<file path="config.mk">
export PLATFORM = sky130hd
export DESIGN_NAME = div8_seq
export DESIGN_NICKNAME = d
export VERILOG_FILES = /design/src/rtl/div8_seq.sv
export SDC_FILE = /design/constraint.sdc
export NUM_CORES = 1
export LEC_CHECK = 0
export CAP_MARGIN = 10
export CELL_PAD_IN_SITES_DETAIL_PLACEMENT = 1
export CELL_PAD_IN_SITES_GLOBAL_PLACEMENT = 2
export CORE_MARGIN = 2
export CORE_UTILIZATION = 34
export DETAILED_ROUTE_END_ITERATION = 8
export PLACE_DENSITY = 0.85
export SYNTH_ARGS = -nofsm -noshare
export SYNTH_HDL_FRONTEND = slang
export SYNTH_SLANG_ARGS = --single-unit
</file>
<file path="constraint.sdc">
create_clock -name clk -period 5.5 [get_ports clk]
set_clock_uncertainty 0.05 [all_clocks]
set_input_delay 1.1 -clock clk [delete_from_list [all_inputs] [get_ports clk]]
set_output_delay 1.1 -clock clk [all_outputs]
set_load 0.01 [all_outputs]
</file>
<file path="src/rtl/div8_seq.sv">
// div8_seq: sequential 16/8 unsigned restoring divider producing an 8-bit
// quotient and an 8-bit remainder, with a valid/ready handshake on each side.
// Build option: define DIV8_SEQ_FAST_EN to send divide-by-zero and
// quotient-overflow operands straight to DONE at accept, skipping the 8
// CALC cycles.
module div8_seq (
  input  logic        clk,
  input  logic        rst_n,
  input  logic        in_valid,
  output logic        in_ready,
  input  logic [15:0] dividend,
  input  logic [7:0]  divisor,
  output logic        out_valid,
  input  logic        out_ready,
  output logic [7:0]  quotient,
  output logic [7:0]  remainder,
  output logic        dz,
  output logic        ovf
);

  localparam int unsigned DSR_W = 8;
  localparam int unsigned PR_W  = DSR_W + 1;
  localparam int unsigned CNT_W = 3;

  typedef enum logic [1:0] {
    IDLE = 2'd0,
    CALC = 2'd1,
    DONE = 2'd2
  } state_e;

  state_e             state_q, state_d;
  logic [CNT_W-1:0]   cnt_q, cnt_d;
  logic [DSR_W-1:0]   pr_q, pr_d;        // restored partial remainder
  logic [DSR_W-1:0]   lo_q, lo_d;        // low dividend byte, rotated MSB first
  logic [DSR_W-1:0]   dsr_q, dsr_d;
  logic [DSR_W-1:0]   quot_q, quot_d;
  logic               op_dz_q, op_dz_d;
  logic               op_ovf_q, op_ovf_d;
  logic [DSR_W-1:0]   quotient_q, quotient_d;
  logic [DSR_W-1:0]   remainder_q, remainder_d;
  logic               dz_q, dz_d;
  logic               ovf_q, ovf_d;
  logic               in_ready_q, in_ready_d;
  logic               out_valid_q, out_valid_d;

  logic [PR_W-1:0]    shifted;
  logic               ge;
  logic [DSR_W-1:0]   pr_next;
  logic [DSR_W-1:0]   quot_next;
  logic [DSR_W-1:0]   lo_rot;
  logic               acc_dz;
  logic               acc_ovf;

  // One restoring step: shift in the next dividend bit, subtract if it fits.
  always_comb begin
    shifted   = {pr_q, lo_q[DSR_W-1]};
    ge        = (shifted >= {1'b0, dsr_q});
    pr_next   = ge ? DSR_W'(shifted - {1'b0, dsr_q}) : shifted[DSR_W-1:0];
    quot_next = {quot_q[DSR_W-2:0], ge};
    lo_rot    = {lo_q[DSR_W-2:0], lo_q[DSR_W-1]};
    acc_dz    = (divisor == '0);
    acc_ovf   = !acc_dz && (dividend[15:8] >= divisor);
  end

  // Next-state and datapath control.
  always_comb begin
    state_d     = state_q;
    cnt_d       = cnt_q;
    pr_d        = pr_q;
    lo_d        = lo_q;
    dsr_d       = dsr_q;
    quot_d      = quot_q;
    op_dz_d     = op_dz_q;
    op_ovf_d    = op_ovf_q;
    quotient_d  = quotient_q;
    remainder_d = remainder_q;
    dz_d        = dz_q;
    ovf_d       = ovf_q;

    unique case (state_q)
      IDLE: begin
        if (in_valid && in_ready_q) begin
          dsr_d    = divisor;
          pr_d     = dividend[15:8];
          lo_d     = dividend[7:0];
          quot_d   = '0;
          cnt_d    = '0;
          op_dz_d  = acc_dz;
          op_ovf_d = acc_ovf;
`ifdef DIV8_SEQ_FAST_EN
          if (acc_dz || acc_ovf) begin
            state_d     = DONE;
            quotient_d  = 8'hFF;
            remainder_d = dividend[7:0];
            dz_d        = acc_dz;
            ovf_d       = acc_ovf;
          end else begin
            state_d = CALC;
          end
`else
          state_d = CALC;
`endif
        end
      end
      CALC: begin
        pr_d   = pr_next;
        lo_d   = lo_rot;
        quot_d = quot_next;
        cnt_d  = cnt_q + CNT_W'(1);
        if (cnt_q == CNT_W'(7)) begin
          // After 8 rotations lo_rot is the original low dividend byte again.
          state_d     = DONE;
          quotient_d  = (op_dz_q || op_ovf_q) ? 8'hFF : quot_next;
          remainder_d = (op_dz_q || op_ovf_q) ? lo_rot : pr_next;
          dz_d        = op_dz_q;
          ovf_d       = op_ovf_q;
        end
      end
      DONE: begin
        if (out_ready) state_d = IDLE;
      end
      default: state_d = IDLE;
    endcase

    in_ready_d  = (state_d == IDLE);
    out_valid_d = (state_d == DONE);
  end

  // State and output registers with synchronous active-low reset.
  always_ff @(posedge clk) begin
    if (!rst_n) begin
      state_q     <= IDLE;
      cnt_q       <= '0;
      pr_q        <= '0;
      lo_q        <= '0;
      dsr_q       <= '0;
      quot_q      <= '0;
      op_dz_q     <= 1'b0;
      op_ovf_q    <= 1'b0;
      quotient_q  <= '0;
      remainder_q <= '0;
      dz_q        <= 1'b0;
      ovf_q       <= 1'b0;
      in_ready_q  <= 1'b1;
      out_valid_q <= 1'b0;
    end else begin
      state_q     <= state_d;
      cnt_q       <= cnt_d;
      pr_q        <= pr_d;
      lo_q        <= lo_d;
      dsr_q       <= dsr_d;
      quot_q      <= quot_d;
      op_dz_q     <= op_dz_d;
      op_ovf_q    <= op_ovf_d;
      quotient_q  <= quotient_d;
      remainder_q <= remainder_d;
      dz_q        <= dz_d;
      ovf_q       <= ovf_d;
      in_ready_q  <= in_ready_d;
      out_valid_q <= out_valid_d;
    end
  end

  assign in_ready  = in_ready_q;
  assign out_valid = out_valid_q;
  assign quotient  = quotient_q;
  assign remainder = remainder_q;
  assign dz        = dz_q;
  assign ovf       = ovf_q;

endmodule
</file>
---- After elaboration in Yosys (flattened, before gate mapping) ----
Cells that the tools add are included.
storage, ports and cells
  flip-flop bits (word level) ............. 58
  bits of input ports ..................... 28
  output and inout port bits .............. 20
cells by class
  add/subtract/negate cells ............... 2
  order comparisons ....................... 2
  equality and inequality tests ........... 5
  multiplexer cells ....................... 15
  reduce and logical (&&, ||, !) cells .... 11
operators by type and width
  kind                                                  number
  two-way mux 8 bit                                     5
  one-hot mux 8 bit (2 select lines)                    2
  one-hot mux 7 bit (2 select lines)                    1
  greater-or-equal comparator 9 x 8 -> 1 bit            1
  greater-or-equal comparator 8 bit                     1
  logical NOT 8 bit                                     1
  subtractor 8 bit                                      1
  two-way mux 7 bit                                     1
  two-way mux 2 bit                                     3
  one-hot mux 2 bit (3 select lines)                    1
  one-hot mux 3 bit (2 select lines)                    1
  AND reduction 2 bit                                   3
  equality test 2 bit (second input constant)           2
  logical NOT 2 bit                                     2
  adder 3 x 1 -> 3 bit (second input constant)          1
  equality test 3 bit (second input constant)           1
  two-way mux 3 bit                                     1
  equality test 2 x 1 -> 1 bit (second input constant)  1
  logical AND 1 bit                                     2
  != test 2 bit (second input constant)                 1
  nonzero test 2 bit                                    1
  logical NOT 1 bit                                     1
  logical OR 1 bit                                      1

---- Logic depth before layout (Yosys ltp) ----
Gate-level depths: netlist of run 1.
  depth after elaboration ................. 4
  gate-level depth with buffers ........... 8

---- Worst setup path before layout of run 1 ----
No wires, ideal clock.
  path kind ............................... input -> register
  from .................................... in in_valid
  to ...................................... reg lo_q[1]
  library setup time ...................... 0.128 ns
  arrival ................................. 2.089 ns
  slack ................................... 3.233 ns
  stages on the path ...................... 6
  buffers on the path ..................... 2
  cells stage by stage .................... a21oi_1 -> or2_2 -> clkbuf_1 -> clkbuf_1 -> a222oi_1 -> nor2_1
between the ends
  word-level cells in the longest chain between the ends .. 3
RTL lines
  item                           RTL line  text
  from (decl)                    9         input logic in_valid,
  logical AND 1 bit              82        if (in_valid && in_ready_q) begin
  != test 2 bit (no line)        n/a
  AND reduction 2 bit (no line)  n/a
  to (signal assigned)           150       lo_q <= lo_d;
  to (decl)                      34        logic [DSR_W-1:0] lo_q, lo_d;
No other way between the ends.
A chain may end at the register's enable or synchronous reset.

==> insert_results.sql, run 1 <==
INSERT INTO impl_metrics (metric_group, metric, value, unit) VALUES
('final_layout', 'flow.area_growth_from_synthesis', '24.1', '%'),
('yosys', 'synth_cells', '375', ''),
('routing', 'detail-route-antenna-nets', '0', ''),
('worst_setup_path', 'rr_worst_depth', '6', ''),
('final_layout', 'final_core_util', '43.3', '%'),
('sta', 'timing.final.setup_violations', '0', ''),
('yosys', 'synth_top_cell_area_share', '38.1', '%'),
('routing', 'totalWireLength', '9240', 'µm'),
('power', 'ir_drop', '0.171', 'mV'),
('global_route', 'gr_util_all_layers', '19.5', '%'),
('floorplan', 'start_util', '34.9', '%'),
('yosys', 'postSynth.topFlopCell', 'dfxtp_1', ''),
('run_status', 'run_status', 'finished, final reports clean', ''),
('final_layout', 'final_layout_size_suffix_gt1_share', '5.80', '%'),
('routing', 'remaining_drc_errors', '0', ''),
('yosys', 'ys_warn_count', '0', ''),
('placement', 'placed_area', '3550', 'µm²'),
('clocking', 'tritoncts', 'done', ''),
('run', 'max-cap-violations', '0', ''),
('placement', 'port_buffers', '47', ''),
('worst_setup_path', 'crit_arrival', '3.50', 'ns'),
('yosys', 'synthDominantAreaCellType', 'dfxtp_1', ''),
('floorplan', 'core_region_area', '8720', 'µm²'),
('routing', 'first_iter_violations', '138', ''),
('yosys', 'post_synth_instance_area', '3040', 'µm²'),
('floorplan', 'fp.dieArea', '9730', 'µm²'),
('worst_setup_path', 'crit_path_end_kind', 'register', ''),
('clocking', 'tritoncts_num_sinks', '58', ''),
('worst_setup_path', 'worstPathMaxFanout', '35', ''),
('final_layout', 'stdcell_area', '3780', 'µm²'),
('clocking', 'cts-root-buf', 'clkbuf_8', ''),
('routing', 'via_per_instance_ratio', '5.64', ''),
('final_layout', 'design.final.nets', '456', ''),
('yosys', 'synth.yosys.seq_area_share', '38.1', '%'),
('power', 'static-leakage-power', '0.00143', 'µW'),
('yosys', 'yosysUniqueCellTypes', '54', ''),
('yosys', 'synth_mux_area_share', '0', '%'),
('clocking', 'cts-hold-fix-buffers', '0', ''),
('yosys', 'post_synth_xor_area_fraction', '1.15', '%'),
('power', 'power_density', '351', 'nW/µm²'),
('sta', 'post-route-period-util', '59.6', '%'),
('sta', 'totalNegativeSetupSlack', '0', 'ns'),
('placement', 'dpl.hpwl', '6810', 'µm'),
('yosys', 'synth_enable_flop_cells', '0', ''),
('floorplan', 'floorplan.die.height', '98.6', 'µm'),
('yosys', 'syn-mean-instance-area', '8.12', 'µm²'),
('clocking', 'tritoncts.num_buffers', '9', ''),
('global_route', 'grt_max_degree', '36', ''),
('min_path', 'holdCritStartpoint', 'dsr_q[2]$_SDFFE_PN0P_', ''),
('sta', 'final_critical_path_required_period', '3.28', 'ns'),
('yosys', 'synth_top_family_by_area', 'compound AO/OA/AOI/OAI gates', ''),
('min_path', 'worstHoldPathCells', '2', ''),
('yosys', 'syn_nets', '422', ''),
('placement', 'routabilityCongestion', '0.799', ''),
('worst_setup_path', 'worst_setup_path_start_kind', 'input pin', ''),
('yosys', 'synth.cells.most_frequent', '58 x dfxtp_1, 41 x nor2_1, 33 x nand2_1', ''),
('clocking', 'clock_latency', '0.35', 'ns'),
('sta', 'achievable-frequency', '305', 'MHz'),
('clocking', 'postCtsSetupRepairBufs', '0', ''),
('global_route', 'grt_pass1_wl', '15300', 'µm'),
('yosys', 'synth.top_cells.by_area', 'dfxtp_1 38%, ha_1 7.4%, a21oi_1 5.3%', ''),
('worst_setup_path', 'crit-reg2reg-launch', 'pr_q[2]$_SDFFE_PN0P_', ''),
('clocking', 'ctsResizeCount', '0', ''),
('sta', 'maxSlewViolCount', '0', ''),
('worst_setup_path', 'worst_setup_path_startpoint', 'rst_n', ''),
('sta', 'tightestPinTransition', '1.13', 'ns'),
('yosys', 'ys_ff_latch', '58', ''),
('sta', 'relSlewSlack', '24.7', '%'),
('routing', 'routedWlPerCell', '17.7', 'µm'),
('global_route', 'antenna_violations_before_repair', '0', ''),
('floorplan', 'floorplan.rows', '34', '');
-- where the power goes --
part | total (µW) | internal (µW) | switching, µW | leakage [µW]
logic | 401 | 142 | 259 | 0.000850
clock network | 452 | 268 | 184 | 0.000112
registers | 472 | 444 | 27.3 | 0.000472
total | 1320 | 855 | 470 | 0.00143
-- placed cells by master (no fill, tap or decap), types with 2 or more instances in the layout --
master	synthesis	final
or3_1	5	5
a21oi_1	32	32
a31oi_1	7	7
and3_1	4	4
bufinv_16	0	2
a222oi_1	8	8
a211oi_1	4	4
o211ai_1	6	6
a21o_1	2	2
o32ai_1	2	2
a22o_1	2	2
nand2b_1	4	4
nand3_1	13	13
o31ai_1	2	2
ha_1	18	18
clkbuf_8	0	10
buf_4	1	2
nor3_1	19	19
nor2b_1	2	2
nor2_1	41	41
dfxtp_1	58	58
a22oi_1	14	14
clkdlybuf4s50_1	0	47
xnor2_1	3	3
o21ai_0	10	10
or2_2	2	2
o221ai_1	4	4
a211o_1	2	2
o41ai_1	2	2
nand3b_1	2	2
clkinv_4	0	2
nand2_1	33	33
nor4_1	2	2
inv_1	25	25
-- critical path, cell delays in order --
cell             delay (ns)
clkdlybuf4s50_1        0.78
inv_1                  1.02
buf_4                  0.37
a21oi_1                0.08
nor2_1                 0.14
-- layer usage --
metal	global-route usage, %	wire (µm)	up-vias
met1	27.2	4410	1427
met2	30.4	4270	70
li1	-	-	1436
met3	4.26	419	12
met4	6.01	141	0
met5	0	0	-
-- cells by family (layout without fill, tap and decap cells) --
family,Yosys count,after routing
simple gates,132,132
compound gates,111,111
flops,58,58
buf+inv,51,90
fa+ha+maj,19,19
xor+xnor,4,4
-- area by class of cell --
class / instances / area (µm²)
clock buffer: 10 / 138
clock inverter: 6 / 90.1
fill: 1052 / 4940
inverter: 25 / 93.8
multi-input combinational: 266 / 1680
sequential: 58 / 1160
tap: 108 / 135
timing repair buffer: 49 / 485
-- per-stage QoR --
| step | setup WS, ns | std cells |
|---|---|---|
| after floorplan | 3.23 | 375 |
| after global placement | 1.91 | 506 |
| after detailed placement | 1.89 | 506 |
| after CTS | 2.22 | 522 |
| after global routing | 1.97 | 522 |
| final | 2.22 | 522 |
-- state kept, by name, summed over array words and instances (netlist names) --
signal,cells
quot_q,7
lo_q,8
dz,1
state_q,2
out_valid,1
op_ovf_q,1
remainder,8
cnt_q,3
ovf,1
quotient,8
dsr_q,8
op_dz_q,1
in_ready,1
pr_q,8
-- worst paths after layout --
kind                                to  slack, ns
max                in_ready$_SDFF_PN1_       2.22
min              dsr_q[2]$_SDFFE_PN0P_       0.41
max reg2reg  remainder[6]$_SDFFE_PN0P_       2.89
min reg2reg      dsr_q[2]$_SDFFE_PN0P_       0.41
No activity file was read; power rests on OpenSTA's default activity.
==> inputs of run 2 (changes only) <==
--- a/config.mk
+++ b/config.mk
@@ -9,9 +9,9 @@
 export CELL_PAD_IN_SITES_DETAIL_PLACEMENT = 1
 export CELL_PAD_IN_SITES_GLOBAL_PLACEMENT = 2
 export CORE_MARGIN = 2
-export CORE_UTILIZATION = 34
+export CORE_UTILIZATION = 28
 export DETAILED_ROUTE_END_ITERATION = 8
-export PLACE_DENSITY = 0.85
+export PLACE_DENSITY = 0.75
 export SYNTH_ARGS = -nofsm -noshare
 export SYNTH_HDL_FRONTEND = slang
 export SYNTH_SLANG_ARGS = --single-unit
==> constraint.sdc (replaced) <==
create_clock -name clk -period 2.9 [get_ports clk]
set_clock_uncertainty 0.05 [all_clocks]
set_input_delay 0.58 -clock clk [delete_from_list [all_inputs] [get_ports clk]]
set_output_delay 0.58 -clock clk [all_outputs]
set_load 0.01 [all_outputs]
==> insert_results.sql, run 2 (synthesized netlist as in run 1, its figures left out) <==
INSERT INTO impl_metrics (metric_group, metric, value, unit) VALUES
('run_status', 'run_status', 'finished, final reports clean', ''),
('floorplan', 'floorplan.rows', '38', ''),
('sta', 'totalNegativeSetupSlack', '0', 'ns'),
('sta', 'hold_fails_final_rpt', '0', ''),
('sta', 'maxSlewViolCount', '0', ''),
('clocking', 'ctsResizeCount', '0', ''),
('final_layout', 'design.final.nets', '468', ''),
('final_layout', 'diodes', '0', ''),
('global_route', 'grt_pass1_wl', '15900', 'µm'),
('worst_setup_path', 'worst_setup_path_startpoint', 'pr_q[5]$_SDFFE_PN0P_', ''),
('final_layout', 'final_core_util', '36.4', '%'),
('final_layout', 'flow.area_growth_from_synthesis', '28.4', '%'),
('sta', 'achievable-frequency', '444', 'MHz'),
('routing', 'first_iter_violations', '171', ''),
('worst_setup_path', 'critPathKind', 'register to register', ''),
('global_route', 'antenna_violations_before_repair', '0', ''),
('placement', 'routabilityCongestion', '0.814', ''),
('worst_setup_path', 'regToRegEndpoint', 'remainder[6]$_SDFFE_PN0P_', ''),
('clocking', 'htree_num_levels', '3', ''),
('clocking', 'postCtsSetupRepairBufs', '0', ''),
('sta', 'relSlewSlack', '50.8', '%'),
('final_layout', 'fillerInstances', '1338', ''),
('clocking', 'cts_max_path_buffers', '2', ''),
('clocking', 'tritoncts.num_buffers', '9', ''),
('worst_setup_path', 'worstPathMaxFanout', '9', ''),
('clocking', 'cts-root-buf', 'clkbuf_8', ''),
('clocking', 'clock_latency', '0.34', 'ns'),
('global_route', 'gr_util_all_layers', '17.8', '%'),
('routing', 'via_per_instance_ratio', '5.33', ''),
('floorplan', 'io-pin-count', '48', ''),
('power', 'ir_drop', '0.180', 'mV'),
('final_layout', 'stdcell_area', '3910', 'µm²'),
('worst_setup_path', 'crit_path_end_kind', 'register', ''),
('final_layout', 'mostFrequentLayoutCell', 'dfxtp_1', ''),
('run', 'max-cap-violations', '0', ''),
('power', 'power_density', '653', 'nW/µm²'),
('final_layout', 'register_area', '1160', 'µm²'),
('sta', 'hold_ws', '0.409', 'ns'),
('floorplan', 'core_region_area', '10700', 'µm²'),
('routing', 'vias', '3017', ''),
('worst_setup_path', 'crit_arrival', '2.46', 'ns'),
('routing', 'routedWlPerCell', '17.4', 'µm'),
('power', 'static-leakage-power', '0.00149', 'µW'),
('routing', 'detail-route-antenna-nets', '0', ''),
('clocking', 'cts-hold-fix-buffers', '0', ''),
('clocking', 'tritoncts_num_sinks', '58', ''),
('floorplan', 'start_util', '28.3', '%'),
('global_route', 'global_route.overflow_total', '0', ''),
('worst_setup_path', 'worst_setup_path_start_kind', 'register', ''),
('sta', 'tightestPinTransition', '0.737', 'ns'),
('final_layout', 'final_cell_mix', '58 x dfxtp_1, 47 x clkdlybuf4s50_1, 41 x nor2_1, 33 x nand2_1, 32 x a21oi_1', ''),
('power', 'sum_of_internal_switching_and_leakage_power', '2550', 'µW'),
('final_layout', 'multiInputGateArea', '1680', 'µm²'),
('global_route', 'grt_pass1_vias', '3060', ''),
('global_route', 'grt_max_degree', '26', ''),
('sta', 'post-route-period-util', '77.6', '%'),
('sta', 'final_critical_path_required_period', '2.25', 'ns'),
('placement', 'dpl.hpwl', '7500', 'µm'),
('routing', 'remaining_drc_errors', '0', ''),
('sta', 'timing.final.setup_violations', '0', ''),
('floorplan', 'fp.dieArea', '11700', 'µm²'),
('worst_setup_path', 'reg2reg_setup_slack', '0.65', 'ns'),
('clocking', 'cts.reportedPaths.clkPinSlew', '0.08', 'ns'),
('worst_setup_path', 'crit_end', 'remainder[6]$_SDFFE_PN0P_', ''),
('routing', 'totalWireLength', '9850', 'µm'),
('worst_setup_path', 'cp.required', '3.11', 'ns'),
('floorplan', 'floorplan.die.width', '108', 'µm'),
('placement', 'port_buffers', '47', ''),
('clocking', 'tritoncts', 'done', ''),
('sta', 'rsz_0062_raised_after_global_routing', 'no', ''),
('final_layout', 'final_layout_size_suffix_gt1_share', '8.69', '%'),
('worst_setup_path', 'rr_worst_depth', '5', ''),
('min_path', 'hold_path.class', 'register to register', ''),
('floorplan', 'floorplan.die.height', '108', 'µm'),
('placement', 'placed_area', '3680', 'µm²'),
('worst_setup_path', 'crit-reg2reg-launch', 'pr_q[5]$_SDFFE_PN0P_', ''),
('routing', 'dr.pass1.iters', '8', '');
==> run 2: cell types whose count changed in the layout (fill, tap and decap cells not counted), sizes merged <==
cell / change
inv: +1
clkbuf: -1
buf: +12
==> run 2: worst max-delay path, stage by stage, from the launching register on <==
cell and delay [ns]:
dfxtp_1 0.36, ha_1 0.39, a21o_1 0.21, a211oi_2 0.66
nand3_1 0.20, a311oi_1 0.28
==> run 2: metrics by stage <==
stage / instances / setup slack, ns
CTS: 566 / 0.654
detailed placement: 550 / 0.423
global route: 566 / 0.495
floorplan: 375 / 0.806
global placement: 550 / 0.432
finish: 566 / 0.649
==> run 2: worst min-delay path by stage <==
| stage | startpoint | endpoint | slack (ns) | depth (start not counted) |
|---|---|---|---|---|
| after floorplan | dsr_q[2]$_SDFFE_PN0P_ | dsr_q[2]$_SDFFE_PN0P_ | 0.39 | 2 |
| final | dsr_q[4]$_SDFFE_PN0P_ | dsr_q[4]$_SDFFE_PN0P_ | 0.41 | 2 |
| after global routing | dsr_q[4]$_SDFFE_PN0P_ | dsr_q[4]$_SDFFE_PN0P_ | 0.43 | 2 |
| after CTS | dsr_q[4]$_SDFFE_PN0P_ | dsr_q[4]$_SDFFE_PN0P_ | 0.41 | 2 |
| after detailed placement | dsr_q[4]$_SDFFE_PN0P_ | dsr_q[4]$_SDFFE_PN0P_ | 0.40 | 2 |
| after global placement | dsr_q[7]$_SDFFE_PN0P_ | dsr_q[7]$_SDFFE_PN0P_ | 0.40 | 2 |
==> run 2: metal layers <==
layer / vias to the layer above / wire length (µm) / track usage [%] / share of wire (%)
li1: 1461 / - / - / -
met1: 1478 / 4690 / 24.1 / 48
met2: 67 / 4620 / 28.9 / 47
met3: 11 / 392 / 2.35 / 4.0
met4: 0 / 141 / 6.41 / 1.4
met5: - / 0 / 0 / 0
==> run 2: final cells by class <==
class | count | share of cell area, %
timing repair buffer | 61 | 14.7
inverter | 25 | 2.40
multi-input combinational | 266 | 42.9
sequential | 58 | 29.7
tap | 140 | 4.48
clock inverter | 7 | 2.62
clock buffer | 9 | 3.17
==> run 2: power by group <==
group	internal [µW]	leakage, µW	total (µW)	switching [µW]
combinational	298	0.000909	796	499
sequential	843	0.000472	893	50.9
clock	491	0.000110	862	371
total	1630	0.00149	2550	921
